### config.mk
export PLATFORM = sky130hd
export DESIGN_NAME = shift_seq_ctrl
export DESIGN_NICKNAME = d
export VERILOG_FILES = /design/src/rtl/shift_seq_pkg.sv /design/src/rtl/shift_reg_n.sv /design/src/rtl/shift_seq_ctrl.sv
export SDC_FILE = /design/constraint.sdc
export NUM_CORES = 1
export LEC_CHECK = 0
export ABC_AREA = 1
export BUFFER_PORTS_ARGS = -buffer_cell sky130_fd_sc_hd__clkbuf_2
export CAP_MARGIN = 20
export CORE_AREA = 2 2 39 41
export CTS_BUF_LIST = sky130_fd_sc_hd__clkbuf_8 sky130_fd_sc_hd__clkbuf_16
export DETAILED_ROUTE_END_ITERATION = 10
export DIE_AREA = 0 0 41 43
export GPL_TIMING_DRIVEN = 0
export SLEW_MARGIN = 20
export SYNTH_ARGS = -nofsm -noshare
export SYNTH_HDL_FRONTEND = slang
export SYNTH_SLANG_ARGS = --single-unit
### constraint.sdc
create_clock -name clock -period 2.15 [get_ports clock]
set_input_delay 0.3225 -clock clock [delete_from_list [all_inputs] [get_ports clock]]
set_output_delay 0.3225 -clock clock [all_outputs]
set_load 0.01 [all_outputs]
### src/rtl/shift_seq_pkg.sv
// Purpose: shared state encoding and defaults for the serial shift sequencer.
// Latency: n/a (types and constants only).
// Backpressure: n/a.
package shift_seq_pkg;

    localparam int DEF_WIDTH = 4;

    localparam logic [1:0] ST_IDLE_ENC  = 2'b00;
    localparam logic [1:0] ST_SHIFT_ENC = 2'b01;
    localparam logic [1:0] ST_DONE_ENC  = 2'b10;

    // 2'b11 is unused and decodes back to IDLE in the controller.
    typedef enum logic [1:0] {
        IDLE  = ST_IDLE_ENC,
        SHIFT = ST_SHIFT_ENC,
        DONE  = ST_DONE_ENC
    } state_t;

endpackage

### src/rtl/shift_reg_n.sv
// Purpose: WIDTH-bit register with parallel load and right shift (LSB out, msb_in enters at top).
// Latency: load/shift visible on q one clock after the enabling edge.
// Backpressure: none; shift_en low simply holds contents.
module shift_reg_n
    import shift_seq_pkg::*;
#(
    parameter int WIDTH = DEF_WIDTH
) (
    input  logic             clock,
    input  logic             clear,
    input  logic             load,
    input  logic             shift_en,
    input  logic             msb_in,
    input  logic [WIDTH-1:0] din,
    output logic [WIDTH-1:0] q
);

    // Load wins over shift; the controller never asserts both in one cycle.
    always_ff @(posedge clock or negedge clear) begin
        if (!clear) begin
            q <= '0;
        end else if (load) begin
            q <= din;
        end else if (shift_en) begin
            q <= {msb_in, q[WIDTH-1:1]};
        end
    end

endmodule

### src/rtl/shift_seq_ctrl.sv
// Purpose: load/shift/count sequencer for a serial shift register; ROTATE_EN feeds reg[0] back into the MSB.
// Latency: start at edge t -> bits valid cycles t+1..t+WIDTH, done at t+WIDTH+1; each hold cycle adds one.
// Backpressure: hold stalls shifting and counting in SHIFT; start is ignored unless IDLE.
module shift_seq_ctrl
    import shift_seq_pkg::*;
#(
    parameter  int WIDTH = DEF_WIDTH,
    localparam int CW    = $clog2(WIDTH)
) (
    input  logic             clock,
    input  logic             clear,
    input  logic             start,
    input  logic [WIDTH-1:0] din,
    input  logic             sin,
    input  logic             hold,
    output logic             busy,
    output logic             sout,
    output logic             sout_valid,
    output logic             done,
    output logic [CW-1:0]    count,
    output logic [WIDTH-1:0] par_out
);

    localparam logic [CW-1:0] LAST = CW'(WIDTH - 1);

    state_t           state;
    state_t           state_nxt;
    logic [CW-1:0]    count_nxt;
    logic             load;
    logic             shift_en;
    logic             msb_in;
    logic [WIDTH-1:0] sreg;

`ifdef ROTATE_EN
    // Rotation: the bit leaving at the bottom re-enters at the top, sin is not used.
    logic unused_sin;
    assign unused_sin = sin;
    assign msb_in     = sreg[0];
`else
    assign msb_in = sin;
`endif

    shift_reg_n #(
        .WIDTH (WIDTH)
    ) u_reg (
        .clock    (clock),
        .clear    (clear),
        .load     (load),
        .shift_en (shift_en),
        .msb_in   (msb_in),
        .din      (din),
        .q        (sreg)
    );

    // State and shift counter registers.
    always_ff @(posedge clock or negedge clear) begin
        if (!clear) begin
            state <= IDLE;
            count <= '0;
        end else begin
            state <= state_nxt;
            count <= count_nxt;
        end
    end

    // Next state, counter update and register load/shift strobes.
    always_comb begin
        state_nxt = state;
        count_nxt = count;
        load      = 1'b0;
        shift_en  = 1'b0;
        case (state)
            IDLE: begin
                if (start) begin
                    load      = 1'b1;
                    count_nxt = '0;
                    state_nxt = SHIFT;
                end
            end
            SHIFT: begin
                if (!hold) begin
                    shift_en = 1'b1;
                    if (count == LAST) begin
                        count_nxt = '0;
                        state_nxt = DONE;
                    end else begin
                        count_nxt = count + CW'(1);
                    end
                end
            end
            DONE: begin
                state_nxt = IDLE;
            end
            default: begin
                state_nxt = IDLE;
            end
        endcase
    end

    // Output decodes; sout_valid marks the edges on which a bit actually leaves.
    always_comb begin
        busy       = (state == SHIFT);
        done       = (state == DONE);
        sout_valid = (state == SHIFT) && !hold;
        sout       = sreg[0];
        par_out    = sreg;
    end

endmodule

==> flow_metrics.tcl, run 1 <==
set metrics [dict create \
    synthAdderAreaFrac 0.0295 \
    fillerInstances 148 \
    synth_top_family_by_area "simple AND/OR/NAND/NOR gates" \
    firstDrtPassIters 4 \
    die_w_um 41 \
    yosysSeqAreaShare 0.472 \
    cts.clk_slew.worst_paths_ps 40 \
    boundaryPins 19 \
    core_area_mm2 0.00138 \
    synthToLayoutAreaGrowth_pct 38.1 \
    antenna_found_initial 0 \
    setup_viol 0 \
    clk_latency_ps 220 \
    cts_hold_buf 1 \
    fin_util 0.423 \
    grt_max_degree 11 \
    cts_buffer_depth 2 \
    drcViolationCount 0 \
    synth_compound_area_frac 0.0118 \
    drv_slew 0 \
    htreeDepth 1 \
    overflow 0 \
    grt_usage 0.119 \
    nets 88 \
    cp_max_fo 9 \
    cts.repair.resized 0 \
    numClockSinks 8 \
    netlist_instances 54 \
    routabilityCongestion 0.697 \
    row_count 14 \
    yosys_warnings 0 \
    start_util 0.307 \
    post-route-period-util 0.699 \
    grt_pass1_vias 326 \
    portBuffers 18 \
    vdd_drop_max_uv 469 \
    vias 411 \
    muxShareOfSynthArea 0 \
    syn-cell-area_um2 424 \
    r2r_start "state[1]$_DFFE_PN0P_" \
    critical_path_required_ps 1830 \
    hp-class "in -> reg" \
    outcome "complete, no violations" \
    worstPathArrival_ps 1180 \
    worstHoldStart "din[0]" \
    cts-root-buf "clkbuf_8" \
    p_leak_nw 0.349 \
    syn_nets 64 \
    path_class "reg -> out" \
    cts_buffers 3 \
    multi_input_area_um2 171 \
    postRouteAntennaNets 0 \
    rsz0062_at_grt "false" \
    hold_viol 0 \
    detail_route.iter0.violations 5 \
    worstSetupEndpointType "output pin" \
    max_freq_ghz 0.666 \
    ys_types 13 \
    cap_violations 0 \
    synth-xor-area-share 0 \
    die_area_mm2 0.00176 \
    worst_pin_slew_ps 202 \
    min_period_ps 1500 \
    synth_seq_cells 8 \
    dieHeight_um 43 \
    critPathLaunchType "flop" \
    cp-startpoint "state[1]$_DFFE_PN0P_" \
    drive_gt1_frac 0.342 \
    grt_pass1_wl_mm 1.35 \
    skew_ps 0.717 \
    viasPerCell 4.47 \
    powerDensity_mw_per_mm2 1340 \
    hpwl_um 668 \
    synthSimpleGateAreaFrac 0.363 \
    synth.avg_cell_area_um2 7.85 \
    slew_headroom 0.864 \
    finalWirelength_um 845 \
    cts_tree "done" \
    diodes 0 \
    post_drt_wl_per_cell_um 9.18 \
    seq_area_um2 200 \
    cts_setup_buffers 0 \
    tns_ps 0 \
]
==> cells in the mapped netlist (all sizes together) <==
| master | instances | area share |
|---|---|---|
| nand3b | 1 | 0.027 |
| nor3 | 1 | 0.012 |
| inv | 9 | 0.080 |
| buf | 2 | 0.044 |
| ha | 1 | 0.029 |
| nand3 | 13 | 0.15 |
| dfrtp | 8 | 0.47 |
| nand2 | 14 | 0.13 |
| o21ai | 1 | 0.012 |
| nor2 | 4 | 0.041 |
==> flip-flops by register name (all words and copies together), names as in the netlist <==
| register | cells |
|---|---|
| u_reg.q | 4 |
| count | 2 |
| state | 2 |
==> per-layer routing <==
metal,global-route usage,routed length (um),up-vias
li1,-,-,217
met1,0.148,373,182
met2,0.163,414,10
met3,0.0471,39,2
met4,0.0800,17,0
met5,0,0,-
==> where the power goes <==
group	internal (W)	switching [W]	leakage [nW]	total (W)
Combinational	0.000147	0.000191	0.229	0.000338
Sequential	0.000216	0.0000529	0.0992	0.000269
Clock	0.000121	0.0000541	0.0216	0.000175
Total	0.000484	0.000298	0.349	0.000782
==> cell type report <==
cell class,count,area share
Inverter,9,0.0577
Buffer,2,0.0321
Clock buffer,3,0.0705
Tap cell,16,0.0342
Multi-Input combinational cell,35,0.293
Sequential cell,8,0.342
Timing Repair Buffer,19,0.171
==> cell usage in the layout (no fill, tap or decap) <==
cell and count:
dfrtp_1 8, nor2_2 1, dlygate4sd3_1 1, inv_1 9
nor3_1 1, nand3_1 13, buf_4 1, nand3b_2 1
clkbuf_2 18, buf_6 1, clkbuf_8 3, o21ai_0 1
nand2_2 1, nor2_1 3, nand2_1 13, ha_1 1
==> per-stage QoR <==
step	power (W)	hold WS (ps)	area (um^2)	worst slack [ps]	instances
3_5_place_dp	0.000615	183	534	809	88
4_1_cts	0.000798	316	586	628	92
3_3_place_gp	0.000608	181	534	813	88
2_1_floorplan	0.000488	26.9	424	1070	54
5_1_grt	0.000860	337	586	560	92
6_report	0.000782	319	586	648	92
==> worst max-delay path: stages (launching register included) <==
cell and delay (ps):
dfrtp_1 370, inv_1 100, nand3b_2 190, inv_1 150, clkbuf_2 140
==> final timing paths <==
| check | end | slack [ps] | cells past startpoint |
|---|---|---|---|
| setup / recovery | sout_valid | 650 | 4 |
| hold / removal | u_reg.q[0]$_DFFE_PN0P_ | 320 | 3 |
| setup reg to reg | u_reg.q[3]$_DFFE_PN0P_ | 1080 | 5 |
| hold reg to reg | u_reg.q[0]$_DFFE_PN0P_ | 520 | 2 |
| max in group asynchronous | state[1]$_DFFE_PN0P_ | 1500 | 2 |
| min in group asynchronous | state[0]$_DFFE_PN0P_ | 480 | 2 |
==> kinds of logic after synthesis <==
| group | after synthesis |
|---|---|
| AOI/OAI and AO/OA | 1 |
| buffers and inverters | 11 |
| DFF | 8 |
| adders and majority gates | 1 |
| and+or+nand+nor | 33 |
Note: power is estimated with default switching activity, not from simulation.
==> run 2, diff against run 1 <==
ABC_AREA = 0   (was 1)
clock period = 1.2 ns   (was 2.15 ns; I/O delays follow)
==> flow_metrics.tcl, run 2 <==
set metrics [dict create \
    outcome "finished with violations" \
    failed_checks "negative setup slack" \
    r2r_start "state[1]$_DFFE_PN0P_" \
    overflow 0 \
    netlist_instances 35 \
    postRouteAntennaNets 0 \
    clk_latency_ps 230 \
    placed_cells 69 \
    post_dp_cell_area_um2 512 \
    max_stage_delay_ps 420 \
    cts_buffer_depth 2 \
    worst_pin_slew_ps 241 \
    p_leak_nw 0.340 \
    cp_max_fo 5 \
    path_buf_inv 2 \
    crit_chain "nor3b_4 -> buf_6 -> buf_6" \
    cp.depth 3 \
    die_w_um 41 \
    max_freq_ghz 0.779 \
    grt_pass1_wl_mm 1.50 \
    hp-class "in -> reg" \
    syn_nets 45 \
    drv_slew 0 \
    synth_most_common_cell "dfrtp_1" \
    yosys.area.top_type "dfrtp_1" \
    timing.rr.end "count[0]$_DFFE_PN0P_" \
    layout_commonest_cell "clkbuf_2" \
    ys_types 18 \
    place_ws_ps -106 \
    p_int_w 0.00106 \
    yosysSeqAreaShare 0.498 \
    synth_common_cells "8 x dfrtp_1, 4 x a22o_1" \
    p_comb_frac 0.504 \
    skew_ps 8.11 \
    rsz0062_at_grt "true" \
    synth_edf_count 0 \
    yosys_warnings 0 \
    cp-endpoint "sout_valid" \
    netSwitchingPower_w 0.000552 \
    grt_max_degree 9 \
    htreeDepth 1 \
    final_cell_mix "16 x clkbuf_2, 7 x buf_4, 7 x dfrtp_1" \
    numClockSinks 8 \
    dieHeight_um 43 \
    r2r.worst_path.cells 5 \
    synth_seq_cells 8 \
    slew_headroom 0.839 \
    fin_ws_ps -84.5 \
    critPathLaunchType "flop" \
    synth.avg_cell_area_um2 11.5 \
    cts-root-buf "clkbuf_8" \
    path_common_cell "buf_6" \
    hpwl_um 669 \
    stdcell_count 80 \
    setup_viol 9 \
    r2r_setup_slack_ps -70 \
    cap_violations 0 \
    synthDominantCellAreaShare 0.498 \
    antenna_found_initial 0 \
    power.total_w 0.00161 \
    drive_gt1_frac 0.563 \
    routabilityCongestion 0.651 \
    crit_slowest_cell "dfrtp_2" \
    critical_path_required_ps 1020 \
    row_count 14 \
    viasPerCell 4.54 \
    syn-cell-area_um2 402 \
    nets 76 \
    boundaryPins 19 \
    async_flop_share 1.00 \
    worstPathArrival_ps 1100 \
    diodes 0 \
    cts_tree "done" \
    cts.clk_slew.worst_paths_ps 40 \
    finalWirelength_um 937 \
    post_drt_wl_per_cell_um 11.7 \
    synth.area.top_cells "dfrtp_1 50%, a22o_1 8.7%, nor3b_2 6.2%" \
    pwr-share-seq 0.301 \
    die_area_mm2 0.00176 \
    largest_register_ffs 4 \
    synth_ff_type "dfrtp_1" \
    vias 363 \
    detail_route.iter0.violations 3 \
    synthToLayoutAreaGrowth_pct 61.4 \
    vdd_drop_max_uv 1100 \
    clkPwrFrac 0.195 \
    fin_area_um2 648 \
    cts_buffers 3 \
    core_area_mm2 0.00138 \
    grt_pass1_vias 369 \
    firstDrtPassIters 4 \
    post-route-period-util 1.07 \
    top_register "u_reg.q" \
    fin_util 0.468 \
    critical_path.top_delay_family "flip-flops" \
    drcViolationCount 0 \
    reg_top3 "u_reg.q (4), count (2), state (2)" \
    hold_viol 0 \
    worstSetupEndpointType "output pin" \
    powerDensity_mw_per_mm2 2490 \
    start_util 0.290 \
    swShare 0.342 \
    cp-startpoint "state[1]$_DFFE_PN0P_" \
    min_period_ps 1280 \
    grt_usage 0.131 \
    portBuffers 18 \
    path_class "reg -> out" \
]
run 2: routing by layer:
metal / global-route usage / share of wire
met4: 0.100 / 0.015
met2: 0.188 / 0.48
met3: 0.0209 / 0.051
met5: 0 / 0
met1: 0.165 / 0.45
run 2: layout make-up:
class	instances	area, um^2
Buffer	2	18.8
Clock buffer	3	41.3
Fill cell	147	736
Inverter	1	3.75
Multi-Input combinational cell	24	200
Sequential cell	8	201
Tap cell	16	20.0
Timing Repair Buffer	26	163
run 2: timing repair:
| action | in CTS | in global routing |
|---|---|---|
| resized for setup | 4 | 5 |
| hold buffers | 1 | 0 |
| pin swaps | 4 | 3 |
| endpoints found under the hold margin | 8 | 0 |
| setup buffers | 7 | 0 |
| setup endpoints to repair | 6 | 9 |
| cloned | 0 | 0 |
run 2: cell families after synthesis:
family          after synthesis  share of synthesized area
compound gates               11                      0.206
fa+ha+maj                     1                     0.0311
simple gates                 12                      0.209
flops                         8                      0.498
buf+inv                       3                     0.0561
run 2: stage by stage:
step	TNS, ps	hold WS, ps
floorplan	0	-116
global placement	-160	38.7
detailed placement	-253	46.9
CTS	-404	203
global route	-914	216
finish	-396	207
run 2: worst min-delay path by stage:
stage / to / start / slack [ps] / cells past startpoint
after CTS: u_reg.q[3]$_DFFE_PN0P_ / din[3] / 200 / 2
after detailed placement: u_reg.q[3]$_DFFE_PN0P_ / clear / 50 / 1
after global placement: u_reg.q[3]$_DFFE_PN0P_ / clear / 40 / 1
after global routing: u_reg.q[3]$_DFFE_PN0P_ / din[3] / 220 / 2
after floorplan: count[0]$_DFFE_PN0P_ / clear / -120 / 0
final: u_reg.q[2]$_DFFE_PN0P_ / din[2] / 210 / 2
run 2: power by group through the flow:
stage / Sequential (W) / Clock (W) / Combinational (W)
global placement: 0.000498 / 0 / 0.000622
CTS: 0.000485 / 0.000332 / 0.000789
finish: 0.000485 / 0.000315 / 0.000814
detailed placement: 0.000504 / 0 / 0.000635
floorplan: 0.000532 / 0 / 0.000377
global route: 0.000503 / 0.000349 / 0.000898
==> run 3, diff against run 2 <==
CTS_BUF_LIST = sky130_fd_sc_hd__clkbuf_2 sky130_fd_sc_hd__clkbuf_4 sky130_fd_sc_hd__clkbuf_8   (was sky130_fd_sc_hd__clkbuf_8 sky130_fd_sc_hd__clkbuf_16)
SKIP_LAST_GASP = 1   (was default)
==> flow_metrics.tcl, run 3 (synthesis gave the netlist of run 2 again) <==
set metrics [dict create \
    max_stage_delay_ps 430 \
    dieHeight_um 43 \
    drcViolationCount 0 \
    drv_slew 0 \
    portBuffers 18 \
    r2r.worst_path.cells 5 \
    p_leak_nw 0.340 \
    crit_slowest_cell "dfrtp_2" \
    setup_viol 8 \
    cts_buffers 3 \
    worstPathArrival_ps 1150 \
    finalWirelength_um 985 \
    vdd_drop_max_uv 927 \
    cp_max_fo 4 \
    clk_latency_ps 250 \
    numClockSinks 8 \
    antenna_found_initial 0 \
    htreeDepth 1 \
    critPathLaunchType "flop" \
    layout_commonest_cell "clkbuf_2" \
    top_register "u_reg.q" \
    hpwl_um 669 \
    reg_top3 "u_reg.q (4), count (2), state (2)" \
    postRouteAntennaNets 0 \
    core_area_mm2 0.00138 \
    die_area_mm2 0.00176 \
    r2r_setup_slack_ps -110 \
    fin_ws_ps -127 \
    hp-class "in -> reg" \
    vias 359 \
    final_cell_mix "16 x clkbuf_2, 7 x dfrtp_1, 5 x buf_6" \
    worst_pin_slew_ps 216 \
    post_drt_wl_per_cell_um 12.5 \
    viasPerCell 4.54 \
    overflow 0 \
    start_util 0.290 \
    failed_checks "negative setup slack" \
    cts-root-buf "clkbuf_4" \
    cap_violations 0 \
    r2r_start "state[1]$_DFFE_PN0P_" \
    cts_tree "done" \
    diodes 0 \
    path_class "reg -> out" \
    path_common_cell "buf_6" \
    cts.clk_slew.worst_paths_ps 60 \
    grt_usage 0.121 \
    synthToLayoutAreaGrowth_pct 65.4 \
    firstDrtPassIters 2 \
    largest_register_ffs 4 \
    grt_max_degree 9 \
    boundaryPins 19 \
    stdcell_count 79 \
    crit_chain "nor3b_4 -> buf_6 -> buf_6" \
    row_count 14 \
    fin_util 0.480 \
    powerDensity_mw_per_mm2 2410 \
    rsz0062_at_grt "true" \
    critical_path_required_ps 1020 \
    routabilityCongestion 0.651 \
    detail_route.iter0.violations 5 \
    post-route-period-util 1.11 \
    max_freq_ghz 0.753 \
    hold_depth 2 \
    outcome "finished with violations" \
    worstSetupEndpointType "output pin" \
    grt_pass1_wl_mm 1.44 \
    slew_headroom 0.856 \
    nets 75 \
    placed_cells 69 \
    drive_gt1_frac 0.587 \
    hold_end "u_reg.q[3]$_DFFE_PN0P_" \
    grt_pass1_vias 352 \
    hold_viol 0 \
    skew_ps 11.5 \
    cts_buffer_depth 2 \
    timing.rr.end "count[0]$_DFFE_PN0P_" \
    worstHoldStart "din[3]" \
    min_period_ps 1330 \
    die_w_um 41 \
]
-- run 3: changes by cell type in the layout (fill, tap and decap cells not counted), sizes merged --
cell  before  now
buf       11   10
-- run 3: metal layers --
| layer | global-route usage | vias to the layer above | wire length, um |
|---|---|---|---|
| li1 | - | 179 | - |
| met4 | 0.0800 | 0 | 14 |
| met3 | 0.0209 | 2 | 37 |
| met1 | 0.158 | 167 | 424 |
| met5 | 0 | - | 0 |
| met2 | 0.175 | 11 | 508 |
-- run 3: worst max-delay path: cells and delay by family, from the launching register on --
family | cells | cell delay (ps)
and+or+nand+nor | 1 | 240
DFF | 1 | 430
buffers and inverters | 2 | 230
-- run 3: worst max-delay path by stage --
| stage | start | endpoint | slack [ps] | cells after the start |
|---|---|---|---|---|
| 6_report | state[1]$_DFFE_PN0P_ | sout_valid | -130 | 3 |
| 3_3_place_gp | state[1]$_DFFE_PN0P_ | count[0]$_DFFE_PN0P_ | -80 | 3 |
| 2_1_floorplan | state[1]$_DFFE_PN0P_ | count[0]$_DFFE_PN0P_ | 10 | 4 |
| 4_1_cts | state[1]$_DFFE_PN0P_ | sout_valid | -160 | 3 |
| 3_5_place_dp | state[1]$_DFFE_PN0P_ | count[0]$_DFFE_PN0P_ | -110 | 3 |
| 5_1_grt | state[1]$_DFFE_PN0P_ | sout_valid | -180 | 3 |
-- run 3: cell type report --
| type | count | area, um^2 |
|---|---|---|
| multi-input cells | 24 | 220 |
| clock buffers | 3 | 22.5 |
| flip-flops and latches | 8 | 201 |
| fillers | 139 | 719 |
| repair buffers | 25 | 178 |
| well taps | 16 | 20.0 |
| inverters | 1 | 3.75 |
| plain buffers | 2 | 18.8 |
-- run 3: per-stage QoR --
step	TNS (ps)	power [W]	hold slack [ps]	setup WS, ps	cell area (um^2)
floorplan	0	0.000909	-116	13.3	402
global placement	-160	0.00112	38.7	-79.7	512
detailed placement	-253	0.00114	46.9	-106	512
CTS	-474	0.00146	177	-164	593
global route	-980	0.00173	176	-180	664
finish	-473	0.00160	176	-127	664
-- run 3: repair_timing --
| item | in CTS | in global routing |
|---|---|---|
| hold buffers | 1 | 0 |
| pin swaps | 7 | 8 |
| endpoints found under the setup margin | 6 | 10 |
| cloned | 0 | 0 |
| gates resized for setup | 3 | 11 |
| hold endpoints to repair | 8 | 0 |
| setup buffers | 3 | 3 |
-- run 3: report_power, final --
part           switching (W)  total (W)  internal, W
Combinational       0.000387   0.000892     0.000506
Sequential          0.000116   0.000508     0.000392
Clock              0.0000864   0.000201     0.000114
Total               0.000589    0.00160      0.00101
